File: config.mk
export PLATFORM = sky130hd
export DESIGN_NAME = mc_sequencer
export DESIGN_NICKNAME = d
export VERILOG_FILES = /design/src/rtl/mc_sequencer.sv
export SDC_FILE = /design/constraint.sdc
export NUM_CORES = 1
export LEC_CHECK = 0
export CAP_MARGIN = 20
export CORE_UTILIZATION = 44
export DETAILED_ROUTE_END_ITERATION = 7
export HOLD_SLACK_MARGIN = 0.15
export PLACE_DENSITY = 0.84
export SYNTH_ARGS = -nofsm -noshare
export SYNTH_HDL_FRONTEND = slang
export SYNTH_SLANG_ARGS = --single-unit
File: constraint.sdc
create_clock -name clk -period 3 [get_ports clk]
set_input_delay 0.6 -clock clk [delete_from_list [all_inputs] [get_ports clk]]
set_output_delay 0.6 -clock clk [all_outputs]
set_load 0.1 [all_outputs]
File: src/rtl/mc_sequencer.sv
// Multi-cycle processor control sequencer: Moore FSM stepping each instruction
// through fetch, decode, execute, memory and writeback, driving datapath enables and selects.
//
// state    | meaning
// ---------+-----------------------------------------------
// FETCH    | read instruction at PC, PC+4 on mem_ready
// DECODE   | read registers, compute branch target
// MEMADR   | compute load/store address
// MEMREAD  | load data from memory, wait for mem_ready
// MEMWB    | write loaded data to register file
// MEMWRITE | store data to memory, retire on mem_ready
// EXECR    | register-register ALU operation
// ALUWB    | write ALU result to register file
// EXECI    | register-immediate ALU operation
// JAL      | PC <= target, ALU forms return address
// BRANCH   | compare, PC <= target when taken
// ERROR    | unsupported opcode, hold until reset
module mc_sequencer (
  input  logic       clk,
  input  logic       reset,
  input  logic [6:0] op,
  input  logic       mem_ready,
  input  logic       branch_taken,
  output logic       PCWrite,
  output logic       IRWrite,
  output logic       RegWrite,
  output logic       MemRead,
  output logic       MemWrite,
  output logic       AdrSrc,
  output logic [1:0] ResultSrc,
  output logic [1:0] ALUSrcA,
  output logic [1:0] ALUSrcB,
  output logic [1:0] ALUOp,
  output logic       instr_done,
  output logic       illegal,
  output logic [3:0] state
);

  localparam logic [6:0] OP_LW  = 7'b0000011;
  localparam logic [6:0] OP_SW  = 7'b0100011;
  localparam logic [6:0] OP_R   = 7'b0110011;
  localparam logic [6:0] OP_I   = 7'b0010011;
  localparam logic [6:0] OP_JAL = 7'b1101111;
  localparam logic [6:0] OP_BR  = 7'b1100011;

  typedef enum logic [3:0] {
    S_FETCH    = 4'd0,
    S_DECODE   = 4'd1,
    S_MEMADR   = 4'd2,
    S_MEMREAD  = 4'd3,
    S_MEMWB    = 4'd4,
    S_MEMWRITE = 4'd5,
    S_EXECR    = 4'd6,
    S_ALUWB    = 4'd7,
    S_EXECI    = 4'd8,
    S_JAL      = 4'd9,
    S_BRANCH   = 4'd10,
    S_ERROR    = 4'd11
  } state_t;

  state_t state_q, state_d;

  always_ff @(posedge clk) begin
    if (reset) state_q <= S_FETCH;
    else       state_q <= state_d;
  end

  assign state = state_q;

  always_comb begin
    state_d    = state_q;
    PCWrite    = 1'b0;
    IRWrite    = 1'b0;
    RegWrite   = 1'b0;
    MemRead    = 1'b0;
    MemWrite   = 1'b0;
    AdrSrc     = 1'b0;
    ResultSrc  = 2'b00;
    ALUSrcA    = 2'b00;
    ALUSrcB    = 2'b00;
    ALUOp      = 2'b00;
    instr_done = 1'b0;
    illegal    = 1'b0;
    case (state_q)
      S_FETCH: begin
        MemRead   = 1'b1;
        ALUSrcB   = 2'b10;
        ResultSrc = 2'b10;
        IRWrite   = mem_ready;
        PCWrite   = mem_ready;
        if (mem_ready) state_d = S_DECODE;
      end
      S_DECODE: begin
        ALUSrcA = 2'b01;
        ALUSrcB = 2'b01;
        case (op)
          OP_LW, OP_SW: state_d = S_MEMADR;
          OP_R:         state_d = S_EXECR;
          OP_I:         state_d = S_EXECI;
          OP_JAL:       state_d = S_JAL;
          OP_BR:        state_d = S_BRANCH;
          default:      state_d = S_ERROR;
        endcase
      end
      S_MEMADR: begin
        ALUSrcA = 2'b10;
        ALUSrcB = 2'b01;
        state_d = (op == OP_LW) ? S_MEMREAD : S_MEMWRITE;
      end
      S_MEMREAD: begin
        MemRead = 1'b1;
        AdrSrc  = 1'b1;
        if (mem_ready) state_d = S_MEMWB;
      end
      S_MEMWB: begin
        ResultSrc  = 2'b01;
        RegWrite   = 1'b1;
        instr_done = 1'b1;
        state_d    = S_FETCH;
      end
      S_MEMWRITE: begin
        MemWrite   = 1'b1;
        AdrSrc     = 1'b1;
        instr_done = mem_ready;
        if (mem_ready) state_d = S_FETCH;
      end
      S_EXECR: begin
        ALUSrcA = 2'b10;
        ALUOp   = 2'b10;
        state_d = S_ALUWB;
      end
      S_EXECI: begin
        ALUSrcA = 2'b10;
        ALUSrcB = 2'b01;
        ALUOp   = 2'b10;
        state_d = S_ALUWB;
      end
      S_ALUWB: begin
        RegWrite   = 1'b1;
        instr_done = 1'b1;
        state_d    = S_FETCH;
      end
      S_JAL: begin
        ALUSrcA = 2'b01;
        ALUSrcB = 2'b10;
        PCWrite = 1'b1;
        state_d = S_ALUWB;
      end
      S_BRANCH: begin
        ALUSrcA    = 2'b10;
        ALUOp      = 2'b01;
        PCWrite    = branch_taken;
        instr_done = 1'b1;
        state_d    = S_FETCH;
      end
      S_ERROR: illegal = 1'b1;
      default: state_d = S_ERROR;
    endcase
    // Reset abandons the instruction in flight: no architectural writes, no retire pulse.
    if (reset) begin
      PCWrite    = 1'b0;
      IRWrite    = 1'b0;
      RegWrite   = 1'b0;
      MemWrite   = 1'b0;
      instr_done = 1'b0;
    end
  end

endmodule

* After elaboration in Yosys (flattened, before gate mapping)
Cells that the tools add are included.
** Operators by class
- Add/subtract/negate cells :: 0
- $mul :: 0
- Div/mod/pow operators :: 0
- Order comparisons :: 0
- Eq/ne operators :: 20
- Shift operators :: 0
- Muxes and demuxes :: 23
- Bitwise operators :: 1
- Reductions and logical operators :: 13
** Operators with widths (number)
- one-hot mux 4 bit (8 select lines) :: 1
- one-hot mux 4 bit (5 select lines) :: 1
- == test 4 x 3 -> 1 bit, second input constant :: 4
- == test 4 bit, second input constant :: 4
- one-hot mux 2 bit (2 select lines) :: 4
- == test 7 x 6 -> 1 bit, second input constant :: 2
- == test 7 bit, second input constant :: 2
- OR reduction 2 bit :: 7
- two-way mux 4 bit :: 3
- two-way mux 1 bit :: 11
- OR reduction 3 bit :: 3
- == test 4 x 2 -> 1 bit, second input constant :: 2
- == test 7 x 2 -> 1 bit, second input constant :: 1
- == test 7 x 5 -> 1 bit, second input constant :: 1
- inequality test 2 bit, second input constant :: 3
- == test 4 x 1 -> 1 bit, second input constant :: 1
- logical NOT 4 bit :: 1
- AND reduction 4 bit :: 1
- OR reduction 4 bit :: 1
- two-way mux 3 bit :: 1
- one-hot mux 1 bit (3 select lines) :: 1
- one-hot mux 1 bit (2 select lines) :: 1
- NOT 1 bit :: 1
** Storage, ports and cells
- Flip-flop bits (word level) :: 4
- Latch bits :: 0
- Bits in writable memories :: 0
- ROM bits :: 0
- Output and inout port bits :: 20
- Logic and storage cells :: 58
- Memories :: 0

* Logic depth before layout (Yosys ltp)
- Word-level depth :: 4
- Depth in mapped cells :: 6
- Depth with buffers taken out :: 4

* Worst setup path after synthesis
OpenSTA, ideal clock, no wires.
- Kind :: flip-flop to output port
- Start point :: register state_q[2] (netlist: state[2])
- End point :: output RegWrite
- Arrival time :: 4.667 ns
- Data required time :: 2.400 ns
- Path slack :: -2.267 ns
- Cell stages (with the launch flop) :: 4
- Cell sequence :: dfxtp_1 -> buf_2 -> buf_2 -> nor4b_1
** On the way
- Cells in the longest elaborated chain, start to end :: 4
** Ends and longest elaborated chain
- from (decl) :: line 61 : state_t state_q, state_d;
- from (signal assigned) :: line 65 : else state_q <= state_d;
- == test 4 x 3 -> 1 bit :: line 84 : case (state_q)
- OR reduction 2 bit (no line) (*)
- two-way mux 1 bit (*) :: line 84
- two-way mux 1 bit (*) :: line 160 : if (reset) begin
- to (decl) :: line 26 : output logic RegWrite,
Mark *: on every way between the ends. The rest lies on a longest branch, timed or not.

* Worst setup path after layout
- Start point :: input mem_ready
- End point :: output PCWrite
** On the way
- Cells in the longest elaborated chain, start to end :: 2
** Ends and longest elaborated chain
- from (decl) :: line 22 : input logic mem_ready,
- one-hot mux 1 bit (3 select lines) :: line 84
- two-way mux 1 bit :: line 160
- to (decl) :: line 24 : output logic PCWrite,
Every way passes these cells.

==> reports/summary.txt <==
Startpoint Class: primary input
Yosys reg bits: 4
Antenna-violating nets left: 0
Final setup violation count: 0
Vias per cell: 6.56
Chip height: 41.4 µm
Post-CTS Hold Buffers: 0
Dpl cell area: 0.00115 mm²
Diode count: 0
Mapped Nets: 117
Final Critical Period: 2.52 ns
Total GRT Usage: 31.6%
Seq/Total Area, Yosys: 11.7%
First-pass GRT wire length: 3550 µm
Cells after Synth: 106
DIE AREA: 0.00171 mm²
Max transition margin: 63.6%
Vias in the first global route: 863
R2R Setup Slk: 1.21 ns
Crit-path cells: clkdlybuf4s50_1, inv_1, o21ai_0, a21oi_1, nor3_4, buf_12
Post-Place Cells: 146
CTS clk-pin slew, worst paths: 0.04 ns
Port Buf Inserts: 30
First-pass detailed-route iteration total: 4
Chip width: 41.4 µm
Area delta synth->final: 71.7%
Starting Density: 49.9%
Setup Buffers After CTS: 0
Clock Path Buffers: 2
Routed WL: 2450 µm
Design area: 0.00117 mm²
Worst-Margin Slew: 0.542 ns
Nets@finish: 147
CTS Buf Count: 3
Final Non-Filler Cells: 149
Final Hold Violating Endpoints: 0
RSZ-0062 raised after global routing: false
Worst-path maximum fanout: 5
TritonCTS clock tree: built
Post-Route Skew: 0.00211 ns
Skew-Pair Late Insertion Delay: 0.24 ns
Final core occ: 85.7%
Initial DRC Count: 51
Status: completed
Worst Setup End Kind: primary output
Slowest cell delay on critical path: 0.54 ns
Post-CTS resize count: 0
DP HPWL: 1700 µm
Share of the synthesized area in the top cell type: 11.7%
Via count: 978
Period Utilization, post-route: 84.0%
Largest net degree at the start of global routing: 26
Synth warn: 0
DRC: 0
Share of layout cells above drive strength 1: 36.6%
Setup TNS: 0 ns
Main synth FF type: dfxtp_1
Min-Delay Path Class: reg2reg
Pins Over Slew Limit: 0
Htree depth: 1
Placer Congestion: 0.868
Biggest area consumer among synthesized cells: dfxtp_1
CP max stage cell: clkdlybuf4s50_1
I/O Pins: 31
Max FFs per register: 4
EDFF count, synth: 0
Max Cap Viol: 0
Clk sinks: 4
Grt ovf: 0
Area of the core: 0.00137 mm²
Netlist Area Pre-Place: 682 µm²
Drt wl/cell: 16.5 µm
Synth Area per Inst: 6.43 µm²
Crit path kind: in2out
Cell variety after synth: 42
Synth area leaders: dfxtp_1, nor2_1, nor3_1
Initial antenna violation count: 0
Critical path data arrival time: 1.92 ns
Async SR Flop Fraction: 0%
Std cell rows: 13
WP data required: 2.40 ns
Clock root cell: clkbuf_4
Max Clk Rate: 0.397 GHz
==> worst paths after layout <==
kind,startpoint,end,cells past startpoint
hold / removal,state[3]$_SDFFE_PP0P_,state[3]$_SDFFE_PP0P_,2
setup / recovery,mem_ready,PCWrite,6
hold reg to reg,state[3]$_SDFFE_PP0P_,state[3]$_SDFFE_PP0P_,2
setup reg to reg,state[0]$_SDFFE_PP0P_,state[3]$_SDFFE_PP0P_,5
==> per-layer routing <==
metal  global-route usage, %  part of all wire [%]  up-vias
met5                       0                     0        -
met4                    19.4                   4.6        0
met3                    5.85                   7.6       18
met2                    55.5                    49       74
met1                    34.8                    39      443
li1                        -                     -      443
==> layout make-up <==
class	count	area, µm²
repair buffers	35	400
inverters	4	15.0
clock buffers	3	22.5
fillers	92	195
well taps	15	18.8
flip-flops and latches	4	82.6
multi-input cells	88	632
==> cell families after synthesis <==
kind of cell              after synthesis  share of synthesized area (%)
AOI/OAI and AO/OA                      28                           29.5
muxes                                   2                           2.94
buffers and inverters                  14                           10.1
DFF                                     4                           11.7
and+or+nand+nor                        57                           44.4
xor gates and xnor gates                1                           1.28
==> cell usage after synthesis (2+ instances only) <==
| library cell | n |
|---|---|
| inv_1 | 4 |
| nor3b_1 | 2 |
| nand3_1 | 4 |
| clkbuf_1 | 4 |
| mux2i_1 | 2 |
| nand3b_1 | 2 |
| nor2b_1 | 2 |
| dfxtp_1 | 4 |
| and2_1 | 2 |
| nor2_1 | 12 |
| o21ai_0 | 4 |
| nand2_1 | 10 |
| a21boi_0 | 2 |
| a31oi_1 | 2 |
| nor3_1 | 8 |
| a21oi_1 | 7 |
| buf_2 | 4 |
| nand2b_1 | 6 |
| a211oi_1 | 2 |
==> cell usage in the layout (no fill, tap or decap), types with 2 or more instances in the layout <==
cell              n
a21boi_0          2
a21oi_1           5
a21oi_2           3
a31oi_1           2
and2_1            2
buf_12            9
buf_4            16
clkbuf_4          3
clkdlybuf4s50_1  10
dfxtp_1           2
dfxtp_2           2
inv_1             4
mux2i_1           2
nand2_1          10
nand2b_1          6
nand3_1           4
nand3b_1          2
nor2_1            8
nor2_2            3
nor2b_1           2
nor3_1            3
nor3_2            3
nor3_4            2
o21ai_0           4
==> through the flow <==
step	hold WS [ns]	setup WS, ns
after floorplan	0.806	-0.268
after global placement	0.671	0.534
after detailed placement	0.703	0.488
after CTS	0.723	0.480
after global routing	0.753	0.378
final	0.724	0.480
==> worst max-delay path: cells and delay by family <==
family,cells,cell delay [ns]
AO/OA/AOI/OAI,2,0.30
buffers and inverters,3,0.85
AND/OR/NAND/NOR,1,0.16
Power is left out: the tool's default activity adds up to more than one toggle a clock period on the data nets, which glitch-free logic cannot reach.
